<file path="src/rtl/mem_access_ctrl_pkg.sv">
// Shared op encodings, bus size codes, FSM state type and op decode helpers
// for the MEM-stage access controller.
package mem_access_ctrl_pkg;

    localparam logic [7:0] EXE_LB_OP  = 8'b1110_0000;
    localparam logic [7:0] EXE_LH_OP  = 8'b1110_0001;
    localparam logic [7:0] EXE_LW_OP  = 8'b1110_0011;
    localparam logic [7:0] EXE_LBU_OP = 8'b1110_0100;
    localparam logic [7:0] EXE_LHU_OP = 8'b1110_0101;
    localparam logic [7:0] EXE_SB_OP  = 8'b1110_1000;
    localparam logic [7:0] EXE_SH_OP  = 8'b1110_1001;
    localparam logic [7:0] EXE_SW_OP  = 8'b1110_1011;

    localparam logic [1:0] MEM_SIZE_B = 2'd0;
    localparam logic [1:0] MEM_SIZE_H = 2'd1;
    localparam logic [1:0] MEM_SIZE_W = 2'd2;

    typedef enum logic [2:0] {
        ST_IDLE  = 3'd0,
        ST_REQ   = 3'd1,
        ST_WAIT  = 3'd2,
        ST_DONE  = 3'd3,
        ST_DRAIN = 3'd4
    } state_t;

    function automatic logic is_mem_op(input logic [7:0] op);
        case (op)
            EXE_LB_OP, EXE_LBU_OP, EXE_LH_OP, EXE_LHU_OP, EXE_LW_OP,
            EXE_SB_OP, EXE_SH_OP, EXE_SW_OP: is_mem_op = 1'b1;
            default:                         is_mem_op = 1'b0;
        endcase
    endfunction

    function automatic logic is_store_op(input logic [7:0] op);
        case (op)
            EXE_SB_OP, EXE_SH_OP, EXE_SW_OP: is_store_op = 1'b1;
            default:                         is_store_op = 1'b0;
        endcase
    endfunction

    function automatic logic [1:0] op_size(input logic [7:0] op);
        case (op)
            EXE_LB_OP, EXE_LBU_OP, EXE_SB_OP: op_size = MEM_SIZE_B;
            EXE_LH_OP, EXE_LHU_OP, EXE_SH_OP: op_size = MEM_SIZE_H;
            default:                          op_size = MEM_SIZE_W;
        endcase
    endfunction

    function automatic logic is_misaligned(input logic [7:0] op, input logic [1:0] addr_lo);
        case (op)
            EXE_LH_OP, EXE_LHU_OP, EXE_SH_OP: is_misaligned = addr_lo[0];
            EXE_LW_OP, EXE_SW_OP:             is_misaligned = |addr_lo;
            default:                          is_misaligned = 1'b0;
        endcase
    endfunction

    // Replicate the store operand across every lane the bus might sample.
    function automatic logic [31:0] store_data(input logic [7:0] op, input logic [31:0] wdata);
        case (op)
            EXE_SB_OP: store_data = {4{wdata[7:0]}};
            EXE_SH_OP: store_data = {2{wdata[15:0]}};
            default:   store_data = wdata;
        endcase
    endfunction

endpackage

</file>
<file path="src/rtl/mem_access_ctrl_load_align.sv">
// Combinational load-data alignment: selects the addressed byte/half of a raw
// bus word and sign- or zero-extends it. Also used by the forwarding path.
module mem_access_ctrl_load_align
    import mem_access_ctrl_pkg::*;
(
    input  logic [7:0]  op,
    input  logic [1:0]  addr_lo,
    input  logic [31:0] raw,
    output logic [31:0] data
);

    logic [7:0]  lanes [4];
    logic [7:0]  byte_sel;
    logic [15:0] half_sel;

    genvar gi;
    generate
        for (gi = 0; gi < 4; gi++) begin : g_lane
            assign lanes[gi] = raw[8*gi +: 8];
        end
    endgenerate

    always_comb begin
        byte_sel = lanes[addr_lo];
        half_sel = addr_lo[1] ? raw[31:16] : raw[15:0];
        case (op)
            EXE_LB_OP:  data = {{24{byte_sel[7]}}, byte_sel};
            EXE_LBU_OP: data = {24'd0, byte_sel};
            EXE_LH_OP:  data = {{16{half_sel[15]}}, half_sel};
            EXE_LHU_OP: data = {16'd0, half_sel};
            default:    data = raw;
        endcase
    end

endmodule

</file>
<file path="src/rtl/mem_access_ctrl.sv">
// MEM-stage load/store controller: alignment exceptions, SRAM-like bus
// handshake (req / addr_ok / data_ok), load alignment and pipeline stall.
module mem_access_ctrl
    import mem_access_ctrl_pkg::*;
(
    input  logic        clk,
    input  logic        rst,
    input  logic        valid,
    input  logic [7:0]  op,
    input  logic [31:0] addr,
    input  logic [31:0] wdata_in,
    input  logic        flush,
    input  logic        hold,
    output logic        data_req,
    output logic        data_wr,
    output logic [1:0]  data_size,
    output logic [31:0] data_addr,
    output logic [31:0] data_wdata,
    input  logic        data_addr_ok,
    input  logic        data_data_ok,
    input  logic [31:0] data_rdata,
    output logic [31:0] rdata_out,
    output logic        mem_stall,
    output logic        adel,
    output logic        ades,
    output logic [31:0] badvaddr
);

    state_t      state_reg, state_next;
    logic [7:0]  op_reg;
    logic [1:0]  addr_lo_reg;
    logic        store_reg;
    logic [31:0] wdata_reg;
    logic        flush_seen_reg, flush_seen_next;
    logic [31:0] rdata_reg, rdata_next;
    logic        latch_en;

    logic        mem_op, cur_store, misalign, issue;
    logic        req_c, wr_c, stall_c;
    logic [1:0]  size_c;
    logic [31:0] wdata_c, rdata_c, aligned;

    assign mem_op    = valid & is_mem_op(op);
    assign cur_store = is_store_op(op);
    assign misalign  = mem_op & is_misaligned(op, addr[1:0]);
    assign issue     = mem_op & ~misalign & ~flush;

    assign adel      = misalign & ~cur_store;
    assign ades      = misalign & cur_store;
    assign badvaddr  = misalign ? addr : 32'd0;

    mem_access_ctrl_load_align u_load_align (
        .op      (op_reg),
        .addr_lo (addr_lo_reg),
        .raw     (data_rdata),
        .data    (aligned)
    );

    always_comb begin
        state_next      = state_reg;
        flush_seen_next = flush_seen_reg;
        rdata_next      = rdata_reg;
        latch_en        = 1'b0;
        req_c           = 1'b0;
        wr_c            = 1'b0;
        stall_c         = 1'b0;
        size_c          = op_size(op);
        wdata_c         = store_data(op, wdata_in);
        rdata_c         = rdata_reg;

        case (state_reg)
            ST_IDLE: begin
                flush_seen_next = 1'b0;
                if (issue) begin
                    req_c      = 1'b1;
                    wr_c       = cur_store;
                    stall_c    = 1'b1;
                    latch_en   = 1'b1;
                    state_next = data_addr_ok ? ST_WAIT : ST_REQ;
                end
            end
            ST_REQ: begin
                // An issued request is never withdrawn; a flush only marks
                // the eventual response for discard.
                req_c   = 1'b1;
                wr_c    = store_reg;
                size_c  = op_size(op_reg);
                wdata_c = wdata_reg;
                stall_c = 1'b1;
                if (flush) begin
                    flush_seen_next = 1'b1;
                end
                if (data_addr_ok) begin
                    state_next = (flush_seen_reg | flush) ? ST_DRAIN : ST_WAIT;
                end
            end
            ST_WAIT: begin
                stall_c = ~data_data_ok;
                if (data_data_ok) begin
                    if (flush) begin
                        state_next = ST_IDLE;
                    end else begin
                        if (!store_reg) begin
                            rdata_next = aligned;
                            rdata_c    = aligned;
                        end
                        state_next = hold ? ST_DONE : ST_IDLE;
                    end
                end else if (flush) begin
                    state_next = ST_DRAIN;
                end
            end
            ST_DONE: begin
                if (!hold) begin
                    state_next = ST_IDLE;
                end
            end
            ST_DRAIN: begin
                stall_c = 1'b1;
                if (data_data_ok) begin
                    state_next = ST_IDLE;
                end
            end
            default: begin
                state_next = ST_IDLE;
            end
        endcase
    end

    // Handshake outputs are forced low for as long as reset is asserted.
    assign data_req   = req_c & rst;
    assign data_wr    = wr_c & rst;
    assign mem_stall  = stall_c & rst;
    assign data_size  = size_c;
    assign data_addr  = addr;
    assign data_wdata = wdata_c;
    assign rdata_out  = rdata_c;

    always_ff @(posedge clk or negedge rst) begin
        if (!rst) begin
            state_reg      <= ST_IDLE;
            op_reg         <= 8'd0;
            addr_lo_reg    <= 2'd0;
            store_reg      <= 1'b0;
            wdata_reg      <= 32'd0;
            flush_seen_reg <= 1'b0;
            rdata_reg      <= 32'd0;
        end else begin
            state_reg      <= state_next;
            flush_seen_reg <= flush_seen_next;
            rdata_reg      <= rdata_next;
            if (latch_en) begin
                op_reg      <= op;
                addr_lo_reg <= addr[1:0];
                store_reg   <= cur_store;
                wdata_reg   <= wdata_c;
            end
        end
    end

endmodule

</file>
<file path="config.mk">
export PLATFORM = sky130hd
export DESIGN_NAME = mem_access_ctrl
export DESIGN_NICKNAME = d
export VERILOG_FILES = /design/src/rtl/mem_access_ctrl_pkg.sv /design/src/rtl/mem_access_ctrl_load_align.sv /design/src/rtl/mem_access_ctrl.sv
export SDC_FILE = /design/constraint.sdc
export NUM_CORES = 1
export LEC_CHECK = 0
export CORE_ASPECT_RATIO = 0.6
export CORE_MARGIN = 3
export CORE_UTILIZATION = 41
export DETAILED_ROUTE_END_ITERATION = 10
export GPL_TIMING_DRIVEN = 0
export PLACE_DENSITY = 0.81
export REMOVE_ABC_BUFFERS = 1
export SLEW_MARGIN = 20
export SYNTH_ARGS = -nofsm -noshare
export SYNTH_HDL_FRONTEND = slang
export SYNTH_SLANG_ARGS = --single-unit
</file>
<file path="constraint.sdc">
create_clock -name clk -period 2.7 [get_ports clk]
set_input_delay 0.405 -clock clk [delete_from_list [all_inputs] [get_ports clk]]
set_output_delay 0.405 -clock clk [all_outputs]
set_load 0.05 [all_outputs]
</file>
# Word level (Yosys, flattened, before mapping)
# Index checks and enable logic that the tools add are counted.
[op_classes] muxes=37 magnitude_cmp=1 bitwise_logic=15 n_reduce_logical=13 n_eq_ne=24
[op_table] cell="two-way mux 32 bit" n=6
[op_table] cell="case mux 32 bit (4 select lines)" n=1
[op_table] cell="equality test 8 bit, second input constant" n=14
[op_table] cell="case mux 32 bit (2 select lines)" n=1
[op_table] cell="two-way mux 3 bit" n=7
[op_table] cell="binary-select mux 8 bit (select 2 bit)" n=1
[op_table] cell="two-way mux 16 bit" n=1
[op_table] cell="two-way mux 8 bit" n=2
[op_table] cell="case mux 3 bit (5 select lines)" n=1
[op_table] cell="OR reduction 3 bit" n=5
[op_table] cell="inequality test 2 bit, second input constant" n=5
[op_table] cell="AND 1 bit" n=9
[op_table] cell="two-way mux 2 bit" n=4
[op_table] cell="case mux 1 bit (2 select lines)" n=4
[op_table] cell="case mux 2 bit (2 select lines)" n=2
[op_table] cell="OR reduction 8 bit" n=1
[op_table] cell="equality test 3 x 2 -> 1 bit, second input constant" n=2
[op_table] cell="two-way mux 1 bit" n=6
[op_table] cell="OR reduction 2 bit" n=3
[op_table] cell="AND reduction 5 bit" n=1
[op_table] cell="NOT 1 bit" n=4
[op_table] cell="equality test 3 x 1 -> 1 bit, second input constant" n=1
[op_table] cell="equality test 3 bit, second input constant" n=1
[op_table] cell=">= comparator 3 bit, second input constant" n=1
[op_table] cell="other kinds (7)" n=7
[word_totals] output_inout_bits=135 register_bits=79

# Logic depth before layout (Yosys ltp)
# Gate-level depths: netlist of the first run.
[logic_depth] word_depth=11 ltp_mapped=8 depth_no_buf=5

# By module
# From an unflattened synthesis of the first run, not the netlist that was laid out.
[unflattened] hier_cells=537 hier_area_um2=5417.7
[by_module_without_submodules] module="mem_access_ctrl" n_inst=1 seq_area_each_um2=1976.9 area_per_inst_um2=4773.3 cells_each=449
[by_module_without_submodules] module="mem_access_ctrl_load_align" n_inst=1 seq_area_each_um2=0.0 area_per_inst_um2=644.4 cells_each=88

# Least setup slack after synthesis of the first run
# OpenSTA, ideal clock, no wires.
[synth_path] kind="input to output" start="input port op[4]" end="output port data_wdata[27]" slack_ns=-0.484 n_path_buf=2 arrival_ns=2.779 cell_stages=7 path_cell_list="nand4b_1 > or4b_1 > clkbuf_1 > buf_1 > nor2_1 > a21oi_1 > o21ai_0"
[synth_between] elab_chain_cells=3 elab_cells_between_ends=4
[synth_rtl] item="from (decl)" line="mem_access_ctrl.sv:9" text="input logic [7:0] op,"
[synth_rtl] item="equality test 8 bit" line="mem_access_ctrl_pkg.sv:59" text="case (op)"
[synth_rtl] item="case mux 32 bit (2 select lines) (*)" line="mem_access_ctrl_pkg.sv:59"
[synth_rtl] item="two-way mux 32 bit (*)" line="mem_access_ctrl.sv:71" text="case (state_reg)"
[synth_rtl] item="to (decl)" line="mem_access_ctrl.sv:18" text="output logic [31:0] data_wdata,"
# Every way passes the cells marked *; elsewhere a longest branch is shown, timed or not.

# Final worst setup path of the first run
[layout_path] start="register op_reg[0]" end="output port rdata_out[19]"
[layout_between] elab_chain_cells=6 elab_cells_between_ends=9
[layout_rtl] item="from (decl)" line="mem_access_ctrl.sv:30" text="logic [7:0] op_reg;"
[layout_rtl] item="from (signal assigned)" line="mem_access_ctrl.sv:153" text="op_reg <= op;"
[layout_rtl] item="equality test 8 bit" line="mem_access_ctrl_load_align.sv:26" text="case (op)"
[layout_rtl] item="case mux 32 bit (4 select lines) (*)" line="mem_access_ctrl_load_align.sv:26"
[layout_rtl] item="two-way mux 32 bit (*) (3 in series)"
[layout_rtl] item="two-way mux 32 bit (*)" line="mem_access_ctrl.sv:71"
[layout_rtl] item="to (decl)" line="mem_access_ctrl.sv:22" text="output logic [31:0] rdata_out,"
# Marks and branches as above.

==> metrics, run 1 <==
status=complete, but fails checks; violated checks=setup timing; Max VDD drop=0.000374 V; GRT overflow=0; clock buffer depth=2; Via density=5.69; Hold WC Path Type=input pin to asynchronous set/reset pin; RSZ-0062 raised after global routing=true; slew of the pin with the lowest slew margin=0.832 ns; max-slew violations=0; Routed Antenna Nets=0; synth warn=0; Seq pwr share=25.3%; critical path capture point type=primary output; CTS tree=built; Pint=roughly 3.6 mW; drt drc=0; minimum clock period=roughly 2.7 ns; Synth Area per Inst=around 7.9 um^2; Period Utilization, post-route=101%; WL final=approximately 21000 um; switching part of the total=49.2%; ratio of cells with drive above 1 in the final layout=a little over a quarter; Die Ht=91.8 um; total iterations of the first detailed-routing run=5; antenna cells=0; number of max-cap violations=0; core footprint=about 0.012 mm^2; Hold Violations, Final=0; IO Count=246; Mapped Cells=about 630; Synth cell types=approximately 40; pwr/cell area=between 800 and 900 mW/mm^2; FF+latch count, synth=between 70 and 80; CTS clock-pin slew for the worst setup and hold paths=~0.06 ns; DP HPWL=about 14000 um; Max H-tree Level=3; post-route setup slack=-0.0179 ns; sequential share of the synthesized area=approximately two fifths; hold_ws=approximately 0.051 ns; EDFF count, synth=0; gr usage total=between 20% and 30%; CP Launch Type=flip-flop; Die W=149 um; Syn Std Cell Area=around 0.0050 mm^2; Util after Layout=a little under three quarters; CTS Root Cell=clkbuf_16; FMAX=between 300 and 400 MHz; kind of critical path=flip-flop to primary output; final setup violating endpoints=3; asr flop ratio synth=100%; clk_skew=0.00689 ns; dominant synthesized flop cell=dfrtp_1; Clock Power Share=17.0%; Leakage=~3.8 nW; area added between synthesis and finish=64.9%; # nets final=982; Worst EP arrival=about 2.3 ns; largest net degree at the start of global routing=45; row cnt=30; WL/cell=roughly 20 um; Gate power share=between 50% and 60%; Die Area=between 0.01 and 0.015 mm^2; Starting Density=43.2%; worst skew pair latency=around 0.33 ns; Worst EP required=2.30 ns; first-pass GRT wire length=just over 30000 um; Switch Pwr=approximately 3.5 mW; TritonCTS Sinks=79; initial antenna violation count=1; Num CTS Buffers=9; Critical Path Fanout Max=11; PortBufs=approximately 250; gpl congestion=0.845; detailed-route via count=5897; worst rel slew slack=44.4%; number of global-route vias before repair=~5700; initial DRC count=~550
[per-stage QoR]
step / cells / area (um^2) / power, mW / setup WS (ns) / setup TNS, ns
2_1_floorplan: 557 / 4610 / 4.10 / -0.917 / -60.07
3_3_place_gp: 962 / 7270 / 5.50 / -2.90 / -343.63
3_5_place_dp: 972 / 7420 / 5.68 / -1.45 / -136.20
4_1_cts: 1020 / 7960 / 6.74 / 0.000330 / 0
5_1_grt: 1036 / 8300 / 7.39 / -0.129 / -1.74
6_report: 1036 / 8300 / 7.10 / -0.0179 / -0.0252
[logic make-up (layout without fill, tap and decap cells)]
kind of cell | after synthesis | in the layout | share of synthesized area (%)
DFF | 79 | 79 | 39.3
buffers and inverters | 84 | 323 | 8.90
muxes | 44 | 44 | 9.65
AOI/OAI and AO/OA | 170 | 170 | 18.6
and+or+nand+nor | 256 | 260 | 23.5
[critical path: stages (launching register included)]
cell and delay (ns):
dfrtp_4 0.56, nor2_1 0.22, a22oi_2 0.14, a211oi_2 0.36, nor2_4 0.09, buf_6 0.14, a21oi_1 0.18, clkbuf_4 0.28
[layout by cell type (no fill, tap or decap), types with 10 or more instances in the layout]
cell             instances
nand2_1                 99
o21ai_0                 26
mux2_2                  11
buf_6                   17
dlygate4sd2_1           20
dfrtp_1                 73
clkdlybuf4s15_2         36
nor2_1                  70
nor3_1                  10
buf_2                   16
a31oi_1                 18
clkdlybuf4s50_1        126
and2_1                  36
buf_4                   65
mux2i_1                 19
a21oi_1                 85
o22ai_1                 15
a21oi_2                 11
[routing by layer]
| metal | track usage, % | up-vias | part of all wire [%] |
|---|---|---|---|
| li1 | - | 2636 | - |
| met1 | 36.2 | 2825 | 40 |
| met2 | 47.5 | 380 | 49 |
| met3 | 5.73 | 56 | 8.1 |
| met4 | 8.30 | 0 | 2.9 |
| met5 | 0 | - | 0 |
[layout make-up]
type,count,area (um^2)
multi-input combinational,474,2940
clock buffer,12,246
tap,160,200
fill,862,3340
sequential,79,1990
inverter,8,30.0
timing repair buffer,299,2840
clock inverter,4,45.0
[synthesized netlist by cell type, types with 2 or more instances]
library cell	n	area share, %
nand2_1	100	7.5
a21oi_1	98	9.7
dfrtp_1	79	39
nor2_1	75	5.6
and2_1	37	4.6
clkbuf_1	37	2.8
buf_4	32	4.8
o21ai_0	28	2.8
mux2i_1	26	5.2
a31oi_1	22	2.7
o22ai_1	15	1.9
mux2_2	12	2.7
nor3_1	12	1.2
inv_1	8	0.60
nor2b_1	7	0.87
mux2_4	6	1.8
buf_2	4	0.40
nand2b_1	4	0.50
nand4_1	3	0.37
nand4b_1	3	0.52
buf_1	2	0.15
nand3_1	2	0.20
nand3b_1	2	0.30
nor3b_1	2	0.30
[power by group through the flow]
stage | combinational (mW) | sequential, mW | clock (mW)
after detailed placement | 3.87 | 1.81 | 0
final | 4.09 | 1.80 | 1.21
after floorplan | 2.35 | 1.75 | 0
after CTS | 3.75 | 1.77 | 1.22
after global placement | 3.72 | 1.77 | 0
after global routing | 4.29 | 1.83 | 1.27
[worst paths after layout]
path | start | endpoint | slack (ns) | cells after the start
max in group asynchronous | rst | rdata_reg[13] | 2.04 | 2
min in group clk | op_reg[5] | op_reg[5] | 0.46 | 1
hold reg to reg | op_reg[5] | op_reg[5] | 0.46 | 1
setup / recovery | op_reg[0] | rdata_out[19] | -0.02 | 7
setup reg to reg | state_reg[2] | op_reg[3] | 0.35 | 4
hold / removal | rst | wdata_reg[31] | 0.05 | 1
[timing repair]
action | in CTS | in global routing
endpoints found under the setup margin | 159 | 72
pin swaps | 11 | 14
setup buffers | 30 | 14
resized for setup | 471 | 111
hold buffers | 0 | 0
gates cloned | 2 | 2
(Power assumes the default switching activity.)
==> run 2, diff against run 1 <==
--- a/config.mk
+++ b/config.mk
@@ -10,6 +10,7 @@
 export CORE_UTILIZATION = 41
 export DETAILED_ROUTE_END_ITERATION = 10
 export GPL_TIMING_DRIVEN = 0
+export HOLD_SLACK_MARGIN = 0.12
 export PLACE_DENSITY = 0.81
 export REMOVE_ABC_BUFFERS = 1
 export SLEW_MARGIN = 20
==> metrics, run 2 (synthesized netlist as in run 1, its figures left out) <==
WL/cell=20.0 um (-0.15%); pwr/cell area=854 mW/mm^2 (-0.20%); total iterations of the first detailed-routing run=7 (+2); Via density=5.67 (-0.32%); CTS tree=built; core footprint=0.0116 mm^2 (unchanged); CP Launch Type=flip-flop; drt drc=0 (unchanged); Place WS=-1.45 ns (unchanged); CTS Root Cell=clkbuf_16; max-slew violations=0 (unchanged); largest net degree at the start of global routing=45 (unchanged); detailed-route via count=5884 (-0.22%); Hold WC Path Type=input pin to flip-flop; Worst EP required=2.30 ns (about the same); finished layout cell area=0.00831 mm^2 (+0.21%); DP HPWL=13700 um (unchanged); WL final=20700 um (about the same); Die Area=0.0137 mm^2 (unchanged); final setup violating endpoints=0 (-3); clk_skew=0.00598 ns (-0.000913 ns); ratio of cells with drive above 1 in the final layout=27.1% (-0.031 points); Max H-tree Level=3 (unchanged); FMAX=371 MHz (+0.82%); Num CTS Buffers=9 (unchanged); gr usage total=28.0% (about the same); initial DRC count=490 (-12%); Max VDD drop=0.000374 V (about the same); Period Utilization, post-route=99.8% (-0.82 points); commonest non-fill, non-tap cells in the layout=126 x clkdlybuf4s50_1, 99 x nand2_1, 85 x a21oi_1; CTS clock-pin slew for the worst setup and hold paths=0.06 ns (about the same); hold_ws=0.464 ns (+0.414 ns); FF/Latch Area=0.00199 mm^2 (unchanged); post-route setup slack=0.00411 ns (+0.0220 ns); Die W=149 um (unchanged); first-pass GRT wire length=30500 um (about the same); Critical Path Fanout Max=11 (unchanged); critical path capture point type=primary output; RSZ-0062 raised after global routing=true; number of max-cap violations=0 (unchanged); kind of critical path=flip-flop to primary output; commonest non-fill, non-tap cell in the layout=clkdlybuf4s50_1; row cnt=30 (unchanged); minimum clock period=2.70 ns (-0.0220 ns); Worst EP arrival=2.29 ns (-0.02 ns); number of global-route vias before repair=5691 (-0.19%); Routed Antenna Nets=0 (unchanged); area added between synthesis and finish=65.3%; # nets final=983 (+0.10%); FILL cells=859 (-0.35%); area occupied by multi-input gates=0.00294 mm^2 (unchanged); Die Ht=91.8 um (unchanged); TritonCTS Sinks=79 (unchanged); Hold Violations, Final=0 (unchanged); antenna cells=0 (unchanged); initial antenna violation count=1 (unchanged); Starting Density=43.2% (unchanged); GRT overflow=0 (unchanged); PortBufs=245 (unchanged); DP Area=0.00742 mm^2 (unchanged); Power Total=7.10 mW (about the same); clock buffer depth=2 (unchanged); slew of the pin with the lowest slew margin=0.848 ns (+0.0152 ns); worst skew pair latency=0.33 ns (about the same); worst rel slew slack=43.4% (-1.0 points); status=finished, final reports clean; gpl congestion=0.845 (unchanged); Leakage=3.77 nW (about the same); IO Count=246 (unchanged)
run 2: repair_timing:
action / CTS / global route
hold buffers: 1 / 0
gates cloned: 2 / 2
setup endpoints to repair: 159 / 79
setup buffers: 30 / 14
pin swaps: 11 / 13
hold endpoints to repair: 35 / 0
resized for setup: 471 / 112
run 2: path summary, 6_finish.rpt:
check | startpoint | end | slack (ns) | cells after the start
setup reg to reg | state_reg[2] | op_reg[3] | 0.35 | 4
max in group asynchronous | rst | rdata_reg[22] | 1.51 | 3
hold reg to reg | op_reg[5] | op_reg[5] | 0.47 | 1
setup / recovery | op_reg[0] | rdata_out[19] | 0.004 | 7
min in group asynchronous | rst | wdata_reg[31] | 0.58 | 2
hold / removal | data_rdata[23] | rdata_reg[23] | 0.46 | 3
run 2: routing by layer:
metal  track usage [%]  vias up  routed length [um]
met5                 0        -                   0
met4              7.92        0                 607
met3              5.23       54                1540
met2              47.8      377               10300
met1              36.5     2816                8270
li1                  -     2637                   -
run 2: cell type report:
cell class	count	area share, %
Sequential cell	79	23.9
Multi-Input combinational cell	474	35.4
Tap cell	160	2.41
Clock buffer	12	2.96
Inverter	8	0.361
Clock inverter	4	0.542
Timing Repair Buffer	300	34.4
run 2: worst max-delay path: stages, from the launching register on:
cell      delay [ns]
dfrtp_4         0.56
nor2_1          0.20
a22oi_2         0.13
a211oi_2        0.36
nor2_4          0.09
buf_6           0.14
a21oi_1         0.19
clkbuf_4        0.28
run 2: metrics by stage:
step,utilization [%],TNS (ns),std cells
after CTS,68.5,0,1021
after floorplan,-,-60.07,557
after detailed placement,63.8,-136.20,972
after global routing,71.5,-1.14,1037
final,71.5,0,1037
after global placement,62.4,-343.63,962
run 2: report_power, final:
part / total, mW / switching, mW / leakage (nW) / internal [mW]
clock network: 1.20 / 0.463 / 0.146 / 0.737
logic: 4.10 / 2.81 / 2.62 / 1.29
registers: 1.80 / 0.221 / 1.00 / 1.58
==> run 3, diff against run 2 <==
--- a/config.mk
+++ b/config.mk
@@ -7,13 +7,14 @@
 export LEC_CHECK = 0
 export CORE_ASPECT_RATIO = 0.6
 export CORE_MARGIN = 3
-export CORE_UTILIZATION = 41
+export CORE_UTILIZATION = 43
 export DETAILED_ROUTE_END_ITERATION = 10
 export GPL_TIMING_DRIVEN = 0
 export HOLD_SLACK_MARGIN = 0.12
-export PLACE_DENSITY = 0.81
+export PLACE_DENSITY = 0.83
 export REMOVE_ABC_BUFFERS = 1
 export SLEW_MARGIN = 20
 export SYNTH_ARGS = -nofsm -noshare
 export SYNTH_HDL_FRONTEND = slang
+export SYNTH_HIERARCHICAL = 1
 export SYNTH_SLANG_ARGS = --single-unit
==> metrics, run 3 <==
Synth Area in Compound Gates=13.0% (-5.6 points); CTS Root Cell=clkbuf_16; Starting Density=44.5% (+1.2 points); FMAX=354 MHz (-4.5%); CTS clock-pin slew for the worst setup and hold paths=0.06 ns (about the same); main combinational cell family by area after synthesis=multiplexers; Synth area leaders=dfrtp_1 36%, mux2_2 14%, mux2i_1 6.3%; RSZ-0062 raised after global routing=true; FF+latch count, synth=79 (unchanged); count leader, synth=dfrtp_1; TritonCTS Sinks=79 (unchanged); first-pass GRT wire length=29400 um (-3.8%); Commonest cells post-synth=79 x dfrtp_1, 69 x mux2_2, 41 x nor2_1, 34 x and2_1, 34 x mux2i_1; worst rel slew slack=48.8% (+5.4 points); Syn Std Cell Area=0.00542 mm^2 (+7.7%); Util after Layout=72.6% (+1.1 points); gpl congestion=0.892 (+5.5%); worst reg2reg path endpoint=op_reg[2]; Adder-Cell Fraction of Synth Area=0% (unchanged); slack of the worst reg-to-reg path=0.14 ns (-0.21 ns); pwr/cell area=912 mW/mm^2 (+6.9%); CTS tree=built; WL/cell=22.2 um (+11%); area added between synthesis and finish=63.2%; drt drc=0 (unchanged); Mapped Cells=537 (-15%); switching part of the total=45.9% (-3.3 points); critical path capture point type=primary output; largest net degree at the start of global routing=46 (+2.2%); gr usage total=26.9% (-1.2 points); Leakage=4.21 nW (+12%); R2R Path Start=state_reg[0]; WL final=21200 um (+2.2%); kind of critical path=flip-flop to primary output; clk_skew=0.00594 ns (-0.0000343 ns); Max VDD drop=0.000718 V (+92%); Synth Area per Inst=10.1 um^2 (+27%); top cell type's share of synthesized area=36.5% (-2.8 points); commonest non-fill, non-tap cell in the layout=clkdlybuf4s50_1; PortBufs=245 (unchanged); Hold WC Path Type=flip-flop to flip-flop; number of max-cap violations=0 (unchanged); Hold Crit Depth=1 (-2); worst skew pair latency=0.34 ns (about the same); Hold Crit Endpoint=wdata_reg[7]; Worst EP required=2.30 ns (about the same); status=complete, but fails checks; antenna cells=0 (unchanged); commonest non-fill, non-tap cells in the layout=134 x clkdlybuf4s50_1, 73 x dfrtp_1, 48 x buf_4; dominant synthesized flop cell=dfrtp_1; hold path startpoint=wdata_reg[7]; clock buffer depth=2 (unchanged); Die W=151 um (+1.3%); Synth cell types=54 (+32%); core footprint=0.0122 mm^2 (+4.7%); initial DRC count=389 (-21%); Switch Pwr=3.70 mW (+6.1%); max-slew violations=0 (unchanged); post-synthesis mux area share=25.6% (+16 points); Gate power share=60.1% (+2.4 points); asr flop ratio synth=100% (unchanged); slew of the pin with the lowest slew margin=0.767 ns (-0.0804 ns); Die Ht=92.9 um (+1.2%); ratio of cells with drive above 1 in the final layout=39.3% (+12 points); synth warn=6 (+6); sequential share of the synthesized area=36.5% (-2.8 points); CP Launch Type=flip-flop; initial antenna violation count=0 (-1); placed cell count=883 (-9.2%); Die Area=0.0140 mm^2 (+2.5%); Seq pwr share=22.3% (-3.0 points); Hold Violations, Final=0 (unchanged); violated checks=setup timing; Critical Path Fanout Max=9 (-2); Max H-tree Level=3 (unchanged); Worst EP arrival=2.42 ns (+0.13 ns); total iterations of the first detailed-routing run=6 (-1); IO Count=246 (unchanged); area share of and/or/nand/nor cells after synthesis=15.5% (-8.0 points); GRT overflow=0 (unchanged); final setup violating endpoints=29 (+29); EDFF count, synth=0 (unchanged); Period Utilization, post-route=105% (+4.7 points); Synth Area in XOR/XNOR=0% (unchanged); R2R depth=4 (unchanged); Final Non-Filler Cells=952 (-8.2%); Routed Antenna Nets=0 (unchanged); Via density=5.70 (+0.51%); number of global-route vias before repair=5362 (-5.8%); Place WS=-1.66 ns (-0.212 ns); detailed-route via count=5429 (-7.7%); minimum clock period=2.82 ns (+0.126 ns); post-route setup slack=-0.122 ns (-0.126 ns); Num CTS Buffers=9 (unchanged); row cnt=31 (+3.3%); Synth area leader=dfrtp_1; DP HPWL=12900 um (-5.6%); Clock Power Share=17.6% (+0.7 points); # nets final=895 (-9.0%); Pint=4.36 mW (+21%)
run 3: cell types whose count changed after synthesis, sizes merged, moves of 21 or more:
| cell | before | now |
|---|---|---|
| a31oi | 22 | 1 |
| nor2 | 76 | 41 |
| a21oi | 99 | 14 |
| mux2 | 18 | 86 |
| nand2 | 101 | 21 |
| clkbuf | 37 | 15 |
run 3: cells by family after synthesis:
logic type	count (synthesis)
simple gates	151
mux	121
compound gates	99
buf+inv	87
flops	79
run 3: per-layer routing:
metal | wire length (um) | up-vias | GRT usage [%]
met5 | 0 | - | 0
li1 | - | 2390 | -
met4 | 777 | 0 | 9.58
met2 | 10400 | 293 | 46.3
met3 | 1590 | 72 | 5.33
met1 | 8430 | 2674 | 33.5
run 3: final cells by class:
type                       count  area (um^2)
inverter                      17         63.8
multi-input combinational    378         3370
sequential                    79         1990
clock inverter                 4         95.1
timing repair buffer         299         2890
fill                         824         3340
clock buffer                  10          239
tap                          165          206
run 3: per-stage QoR:
step / TNS [ns] / area [um^2] / hold WS (ns) / power [mW]
after floorplan: -15.52 / 4970 / 0.109 / 4.43
after global routing: -4.25 / 8840 / 0.508 / 8.34
after global placement: -337.71 / 7630 / 0.469 / 5.86
after detailed placement: -134.32 / 7720 / 0.426 / 6.00
final: -2.08 / 8840 / 0.489 / 8.07
after CTS: -0.575 / 8350 / 0.493 / 7.47
run 3: worst max path at each step:
stage                         from             end  depth (start not counted)
floorplan                    op[4]  data_wdata[24]                          4
detailed placement           op[0]         data_wr                          6
global placement               rst         data_wr                          4
CTS                 addr_lo_reg[0]   rdata_out[15]                          7
finish                   op_reg[3]   rdata_out[17]                          8
global route             op_reg[3]   rdata_out[17]                          8
run 3: worst max-delay path, cell delays in order (launching register included):
cell and delay (ns):
dfrtp_1 0.43, nor4b_4 0.42, nand3_4 0.15, buf_8 0.17
a2111oi_4 0.26, buf_6 0.20, a21o_1 0.11, mux2_2 0.18
buf_6 0.16
run 3: power by group through the flow:
stage | clock (mW) | sequential, mW | combinational, mW
after floorplan | 0 | 1.72 | 2.70
after global placement | 0 | 1.76 | 4.10
after detailed placement | 0 | 1.80 | 4.21
after CTS | 1.42 | 1.76 | 4.29
after global routing | 1.47 | 1.83 | 5.04
final | 1.42 | 1.79 | 4.85
run 3: repair_timing:
item / CTS / global route
setup endpoints to repair: 146 / 91
hold buffers: 2 / 0
hold endpoints to repair: 38 / 0
buffers inserted: 29 / 17
resized for setup: 534 / 219
gates cloned: 6 / 2
pin swaps: 12 / 9
